**src/rtl/mem_wr_buffer.sv**
```systemverilog
// Posted-write buffer between an AHB slave and an SRAM port: a circular FIFO of
// {addr, data} entries with a one-cycle path to the memory request.
module mem_wr_buffer #(
  parameter int DEPTH = 4,
  parameter int AW    = 32,
  parameter int DW    = 32
) (
  input  logic                   HCLK,
  input  logic                   HRESETn,
  input  logic [AW-1:0]          mem_WR_addr,
  input  logic                   mem_write_flag,
  input  logic [DW-1:0]          HWDATA_toMem,
  output logic                   sram_req,
  output logic [AW-1:0]          sram_addr,
  output logic [DW-1:0]          sram_wdata,
  input  logic                   sram_ack,
  output logic                   buf_full,
  output logic                   buf_empty,
  output logic [$clog2(DEPTH):0] count,
  output logic                   overflow
);

  localparam int PW = $clog2(DEPTH);
  localparam int CW = PW + 1;

  logic [AW-1:0] addr_mem [DEPTH];
  logic [DW-1:0] data_mem [DEPTH];

  logic [PW-1:0] wr_ptr_q, wr_ptr_d;
  logic [PW-1:0] rd_ptr_q, rd_ptr_d;
  logic [CW-1:0] count_q, count_d;
  logic          ovf_q, ovf_d;
  logic          push, pop;

  always_comb begin
    pop      = (count_q != '0) && sram_ack;
    // A full buffer still accepts a write when the head leaves in the same cycle.
    push     = mem_write_flag && ((count_q != CW'(DEPTH)) || pop);
    wr_ptr_d = wr_ptr_q;
    rd_ptr_d = rd_ptr_q;
    count_d  = count_q;
    ovf_d    = ovf_q | (mem_write_flag & ~push);
    if (push) wr_ptr_d = wr_ptr_q + PW'(1);
    if (pop)  rd_ptr_d = rd_ptr_q + PW'(1);
    case ({push, pop})
      2'b10:   count_d = count_q + CW'(1);
      2'b01:   count_d = count_q - CW'(1);
      default: count_d = count_q;
    endcase
  end

  always_ff @(posedge HCLK or negedge HRESETn) begin
    if (!HRESETn) begin
      wr_ptr_q <= '0;
      rd_ptr_q <= '0;
      count_q  <= '0;
      ovf_q    <= 1'b0;
    end else begin
      wr_ptr_q <= wr_ptr_d;
      rd_ptr_q <= rd_ptr_d;
      count_q  <= count_d;
      ovf_q    <= ovf_d;
    end
  end

  // Entry storage carries no reset; only the pointers decide what is valid.
  always_ff @(posedge HCLK) begin
    if (push) begin
      addr_mem[wr_ptr_q] <= mem_WR_addr;
      data_mem[wr_ptr_q] <= HWDATA_toMem;
    end
  end

  assign sram_req   = (count_q != '0);
  assign sram_addr  = addr_mem[rd_ptr_q];
  assign sram_wdata = data_mem[rd_ptr_q];
  assign buf_full   = (count_q == CW'(DEPTH));
  assign buf_empty  = (count_q == '0);
  assign count      = count_q;
  assign overflow   = ovf_q;

endmodule

```
**config.mk**
```make
export PLATFORM = sky130hd
export DESIGN_NAME = mem_wr_buffer
export DESIGN_NICKNAME = d
export VERILOG_FILES = /design/src/rtl/mem_wr_buffer.sv
export SDC_FILE = /design/constraint.sdc
export NUM_CORES = 1
export LEC_CHECK = 0
export ABC_AREA = 0
export BUFFER_PORTS_ARGS = -buffer_cell sky130_fd_sc_hd__buf_4
export CAP_MARGIN = 30
export CORE_MARGIN = 2
export CORE_UTILIZATION = 28
export CTS_CLUSTER_SIZE = 16
export DETAILED_ROUTE_END_ITERATION = 10
export PLACE_DENSITY = 0.45
export SETUP_SLACK_MARGIN = 0.5
export SYNTH_ARGS = -nofsm -noshare
export SYNTH_HDL_FRONTEND = slang
export SYNTH_SLANG_ARGS = --single-unit
```
**constraint.sdc**
```tcl
create_clock -name HCLK -period 6.8 [get_ports HCLK]
set_clock_uncertainty 0.15 [all_clocks]
set_input_delay 2.04 -clock HCLK [delete_from_list [all_inputs] [get_ports HCLK]]
set_output_delay 2.04 -clock HCLK [all_outputs]
set_load 0.02 [all_outputs]
```
==> results of run 1 <==
-- per-layer routing --
layer | vias to the layer above | wire length [um]
li1 | 1980 | -
met4 | 2 | 440
met3 | 39 | 1090
met1 | 2352 | 8240
met5 | - | 16
met2 | 114 | 10100
-- state kept, by name (all words and copies together) (netlist names) --
signal    cells
count         3
addr_mem    128
rd_ptr_q      2
overflow      1
wr_ptr_q      2
data_mem    128
-- through the flow --
stage | util, % | hold slack [ps]
after detailed placement | 33.2 | 317
after CTS | 36.0 | 339
after floorplan | - | 385
after global placement | 32.8 | 314
after global routing | 36.0 | 366
final | 36.0 | 334
-- report_power, final --
part           switching [uW]  internal (uW)
Sequential                145           2150
Clock                     607            931
Combinational             997            868
-- layout by cell type, fill, tap and decap left out, drive strengths merged, types with 2 or more instances in the layout --
master | synthesis | final
edfxtp | 256 | 256
buf | 14 | 145
mux4 | 64 | 64
clkbuf | 3 | 33
clkinv | 0 | 18
dfrtp | 8 | 8
inv | 6 | 6
and2 | 4 | 4
ha | 4 | 4
xnor2 | 3 | 3
bufinv | 0 | 3
nand3b | 2 | 2
xor2 | 2 | 2
nand3 | 2 | 2
-- kinds of logic (layout without fill, tap and decap cells) --
| family | Yosys count | after routing | synth area share (%) |
|---|---|---|---|
| flops | 264 | 264 | 80.8 |
| mux | 65 | 65 | 14.9 |
| buf+inv | 23 | 205 | 1.17 |
| simple gates | 17 | 17 | 1.15 |
| compound gates | 9 | 9 | 0.807 |
| fa+ha+maj | 5 | 5 | 0.718 |
| xor+xnor | 5 | 5 | 0.449 |
| other cells | 0 | 1 | 0 |
-- cell type report --
| type | instances | area [um2] |
|---|---|---|
| Clock inverter | 21 | 170 |
| Sequential cell | 264 | 7900 |
| Multi-Input combinational cell | 101 | 1770 |
| Clock buffer | 33 | 783 |
| Fill cell | 3169 | 22100 |
| Antenna cell | 1 | 2.50 |
| Inverter | 6 | 22.5 |
| Timing Repair Buffer | 145 | 1190 |
| Tap cell | 455 | 569 |
-- final timing paths --
| kind | start | to | slack [ps] | cells after the start |
|---|---|---|---|---|
| max in group asynchronous | HRESETn | rd_ptr_q[0]$_DFFE_PN0P_ | 5190 | 1 |
| min | overflow$_DFF_PN0_ | overflow$_DFF_PN0_ | 330 | 1 |
| min reg2reg | overflow$_DFF_PN0_ | overflow$_DFF_PN0_ | 330 | 1 |
| max | rd_ptr_q[0]$_DFFE_PN0P_ | sram_wdata[30] | 2030 | 3 |
| min in group asynchronous | HRESETn | overflow$_DFF_PN0_ | 1160 | 1 |
| max reg2reg | count[2]$_DFFE_PN0P_ | count[2]$_DFFE_PN0P_ | 4450 | 6 |
==> metrics.txt, run 1 <==
Final Setup Violations=0; synthesized net count=461; core area=34500 um2; most common library cells after synthesis=256 x edfxtp_1, 64 x mux4_2, 8 x dfrtp_1; hpwl dp=11500 um; RSZ-0062 raised after global routing=false; total gr overflow=0; Post-Layout Cell Count=1026; met1 usage in global routing=13.3%; Inst Count DP=roughly 1000; DP Area=11400 um2; Placer Congestion=0.658; GR peak layer=met2; maximum VDD drop=between 0.2 and 0.25 mV; Worst setup SP type=register; Clock Tree Root=clkbuf_16; CP delay by family, top=buffers and inverters; Synth top area share=78.7%; Final period util=70.1%; Worst EP arrival=2580 ps; Post-DRT Antenna Nets=0; clk sinks=264; Slew Viols, Final=0; Layout area overhead=27.0%; H-Tree Level Count=1; DRT Pass-1 Iters=4; ys flop type=edfxtp_1; Async SR Flop Fraction=3.03%; Post-Syn Area per Cell=25.2 um2; Skew-Pair Late Insertion Delay=530 ps; Ports=~140; required time of the critical path=4610 ps; port bufs=138; Final nets=621; hold buffers post-CTS=0; crit-path max FO=30; setup TNS=0 ps; vias in the first global route=5127; die area=between 30000 and 40000 um2; largest area contributor in the netlist=edfxtp_1; Pleak=about 0.0042 uW; CTS buffer count=30; Crit-path slowest cell=mux4_2; CP endpoint kind=primary output; measured slew at the worst slew-check pin=674 ps; Area contributors post-synth=edfxtp_1 79%, mux4_2 15%, dfrtp_1 2.1%; Tmin final=4770 ps; Max Clk Rate=210 MHz; final worst slack=between 2000 and 2500 ps; CP dominant cell by count=buf_4; num rows=68; post-DR vias/cell=4.37; Max Cap Viol=0; post-CTS sizing=0; Initial DRC Count=about 250; routed wire length=around 20000 um; Die H=191 um; FF+latch count, synth=264; buffer depth of the longest clock path=3; distinct cell type count after synthesis=35; Synth Instances=388; DR WL/cell=19.4 um; Hold Crit Class=register to register; largest net degree at the start of global routing=48; met3 usage=between 2 and 3%; Total GRT Usage=11.1%; DRC viols=0; Netlist Area Pre-Place=9760 um2; DP Worst Slack=2480 ps; crit-path max cell delay=around 630 ps; initial antenna violation count=2; count leader, synth=edfxtp_1; clock-pin slew on the worst setup and hold paths=60 ps; relative slew slack=between 50% and 60%; CTS tree=done; crit path buf inv count=2; pwr dens=459 nW/um2; Syn. warnings=0; Die W=191 um; Final Cell Area=12400 um2; number of flops mapped to enable cells by yosys=256; initial core utilization=28.3%; Setup Buffers After CTS=0; Setup CP Type=register to primary output; layout cells sized above 1=45.6%; Total Power=5700 uW; critical path, cell by cell=buf_4 -> mux4_2 -> buf_4; first-pass GRT wire length=approximately 30000 um; detailed-route via count=about 4500; status=finished, final reports clean; M2 GR Usage=19.6%; sequential fraction of the synthesis area=80.8%; final hold viol count=0
Note: power is estimated with default switching activity, not from simulation.
==> run 2: changes to the inputs <==
--- a/config.mk
+++ b/config.mk
@@ -12,7 +12,7 @@
 export CORE_UTILIZATION = 28
 export CTS_CLUSTER_SIZE = 16
 export DETAILED_ROUTE_END_ITERATION = 10
-export PLACE_DENSITY = 0.45
+export PLACE_DENSITY = 0.46
 export SETUP_SLACK_MARGIN = 0.5
 export SYNTH_ARGS = -nofsm -noshare
 export SYNTH_HDL_FRONTEND = slang
==> constraint.sdc (replaced) <==
create_clock -name HCLK -period 4 [get_ports HCLK]
set_clock_uncertainty 0.15 [all_clocks]
set_input_delay 1.2 -clock HCLK [delete_from_list [all_inputs] [get_ports HCLK]]
set_output_delay 1.2 -clock HCLK [all_outputs]
set_load 0.02 [all_outputs]
==> metrics.txt, run 2 (synthesized netlist as in run 1, its figures left out) <==
CTS buffer count=30; Skew-Pair Late Insertion Delay=540 ps; CTS tree=done; DR WL/cell=around 20 um; Post-DRT Antenna Nets=0; M2 GR Usage=around a fifth; port bufs=approximately 140; die area=36400 um2; status=finished, final reports clean; setup TNS=0 ps; # fillers=3194; final worst slack=roughly 600 ps; combinational power share=between 30% and 40%; sequential power share=39.4%; buffer depth of the longest clock path=3; Die W=191 um; Initial DRC Count=185; Max Cap Viol=0; Hold Crit Class=input port to async pin; measured slew at the worst slew-check pin=650 ps; Worst setup SP type=register; detailed-route via count=4549; CP endpoint kind=primary output; clk sinks=between 200 and 300; ant diodes=0; Slew Viols, Final=0; Final nets=~630; relative slew slack=56.7%; clock share of power=26.4%; Total GRT Usage=11.3%; Max Clk Rate=between 200 and 300 MHz; first-pass GRT wire length=30600 um; DRT Pass-1 Iters=5; DRC viols=0; post-DR vias/cell=4.40; Setup CP Type=register to primary output; Clock Tree Root=clkbuf_16; commonest non-fill, non-tap cell in the layout=edfxtp_1; Placer Congestion=0.664; P_sw=a little over 3000 uW; Tmin final=~3400 ps; Layout area overhead=27.5%; met3 usage=3.17%; core area=34500 um2; Die H=roughly 190 um; Ports=139; GR peak layer=met2; initial antenna violation count=1; sw frac=31.0%; required time of the critical path=2650 ps; final hold viol count=0; H-Tree Level Count=1; Hold WS=324 ps; Inst Count DP=a little under 1000; num rows=68; largest net degree at the start of global routing=39; vias in the first global route=5021; initial core utilization=roughly 28%; total gr overflow=0; crit-path max FO=10; layout cells sized above 1=46.8%; Internal Pwr Total=6740 uW; most frequent cells in the layout=256 x edfxtp_1, 144 x buf_4, 64 x mux4_2, 31 x clkbuf_16, 10 x clkinv_2; Post-Layout Cell Count=1034; Final Setup Violations=0; met1 usage in global routing=~14%; routed wire length=20200 um; Pleak=between 0.004 and 0.005 uW; pwr dens=784 nW/um2; DP Worst Slack=around 830 ps; hpwl dp=11900 um; maximum VDD drop=0.393 mV; RSZ-0062 raised after global routing=true; clock-pin slew on the worst setup and hold paths=60 ps; Worst EP arrival=2050 ps; Final period util=85.0%
[run 2: changes by cell type in the layout (fill, tap and decap cells not counted)]
cell	previous run	this run
buf_12	0	7
clkinv_1	11	5
clkbuf_1	2	6
clkinv_2	6	10
diode_2	1	0
bufinv_16	3	2
buf_6	0	1
buf_16	5	1
buf_4	140	144
[run 2: layout make-up]
cell class | instances | area (um2) | area share (%)
clock buffer | 37 | 798 | 6.41
clock inverter | 18 | 138 | 1.11
inverter | 6 | 22.5 | 0.181
multi-input combinational | 101 | 1770 | 14.2
sequential | 264 | 7900 | 63.4
tap | 455 | 569 | 4.57
timing repair buffer | 153 | 1260 | 10.1
[run 2: per-stage QoR]
step	util, %	power (uW)	cell area, um2
2_1_floorplan	-	5860	9760
3_3_place_gp	33.2	7240	11400
3_5_place_dp	33.2	7280	11400
4_1_cts	36.1	9990	12400
5_1_grt	36.1	10300	12400
6_report	36.1	9760	12400
[run 2: final timing paths]
| kind | slack [ps] | cells past startpoint | startpoint | endpoint |
|---|---|---|---|---|
| worst max-delay path | 600 | 3 | rd_ptr_q[0]$_DFFE_PN0P_ | sram_wdata[23] |
| worst min-delay path | 320 | 1 | HRESETn | count[2]$_DFFE_PN0P_ |
| min in group HCLK | 340 | 1 | overflow$_DFF_PN0_ | overflow$_DFF_PN0_ |
| worst min register to register | 340 | 1 | overflow$_DFF_PN0_ | overflow$_DFF_PN0_ |
| worst max register to register | 1680 | 6 | count[2]$_DFFE_PN0P_ | count[1]$_DFFE_PN0P_ |
| max in group asynchronous | 3220 | 1 | HRESETn | rd_ptr_q[1]$_DFFE_PN0P_ |
[run 2: routing by layer]
| layer | part of all wire (%) | routed length [um] | up-vias |
|---|---|---|---|
| li1 | - | - | 1993 |
| met1 | 42 | 8480 | 2397 |
| met2 | 49 | 9970 | 121 |
| met3 | 6.1 | 1230 | 36 |
| met4 | 2.4 | 493 | 2 |
| met5 | 0.040 | 8 | - |
[run 2: critical path: stages (launching register included)]
cell,delay [ps]
dfrtp_4,520
buf_4,260
mux4_2,550
buf_4,180
[run 2: what timing repair did]
item                       CTS  global route
gates resized for setup      0             1
hold buffers                 0             0
setup endpoints to repair   56             4
setup buffers                6             0
gates cloned                 0             0
[run 2: power groups by stage]
stage / clock (uW) / combinational, uW / sequential, uW
floorplan: 0 / 2030 / 3830
global placement: 0 / 3280 / 3970
detailed placement: 0 / 3290 / 4000
CTS: 2660 / 3470 / 3860
global route: 2770 / 3600 / 3900
finish: 2570 / 3340 / 3850
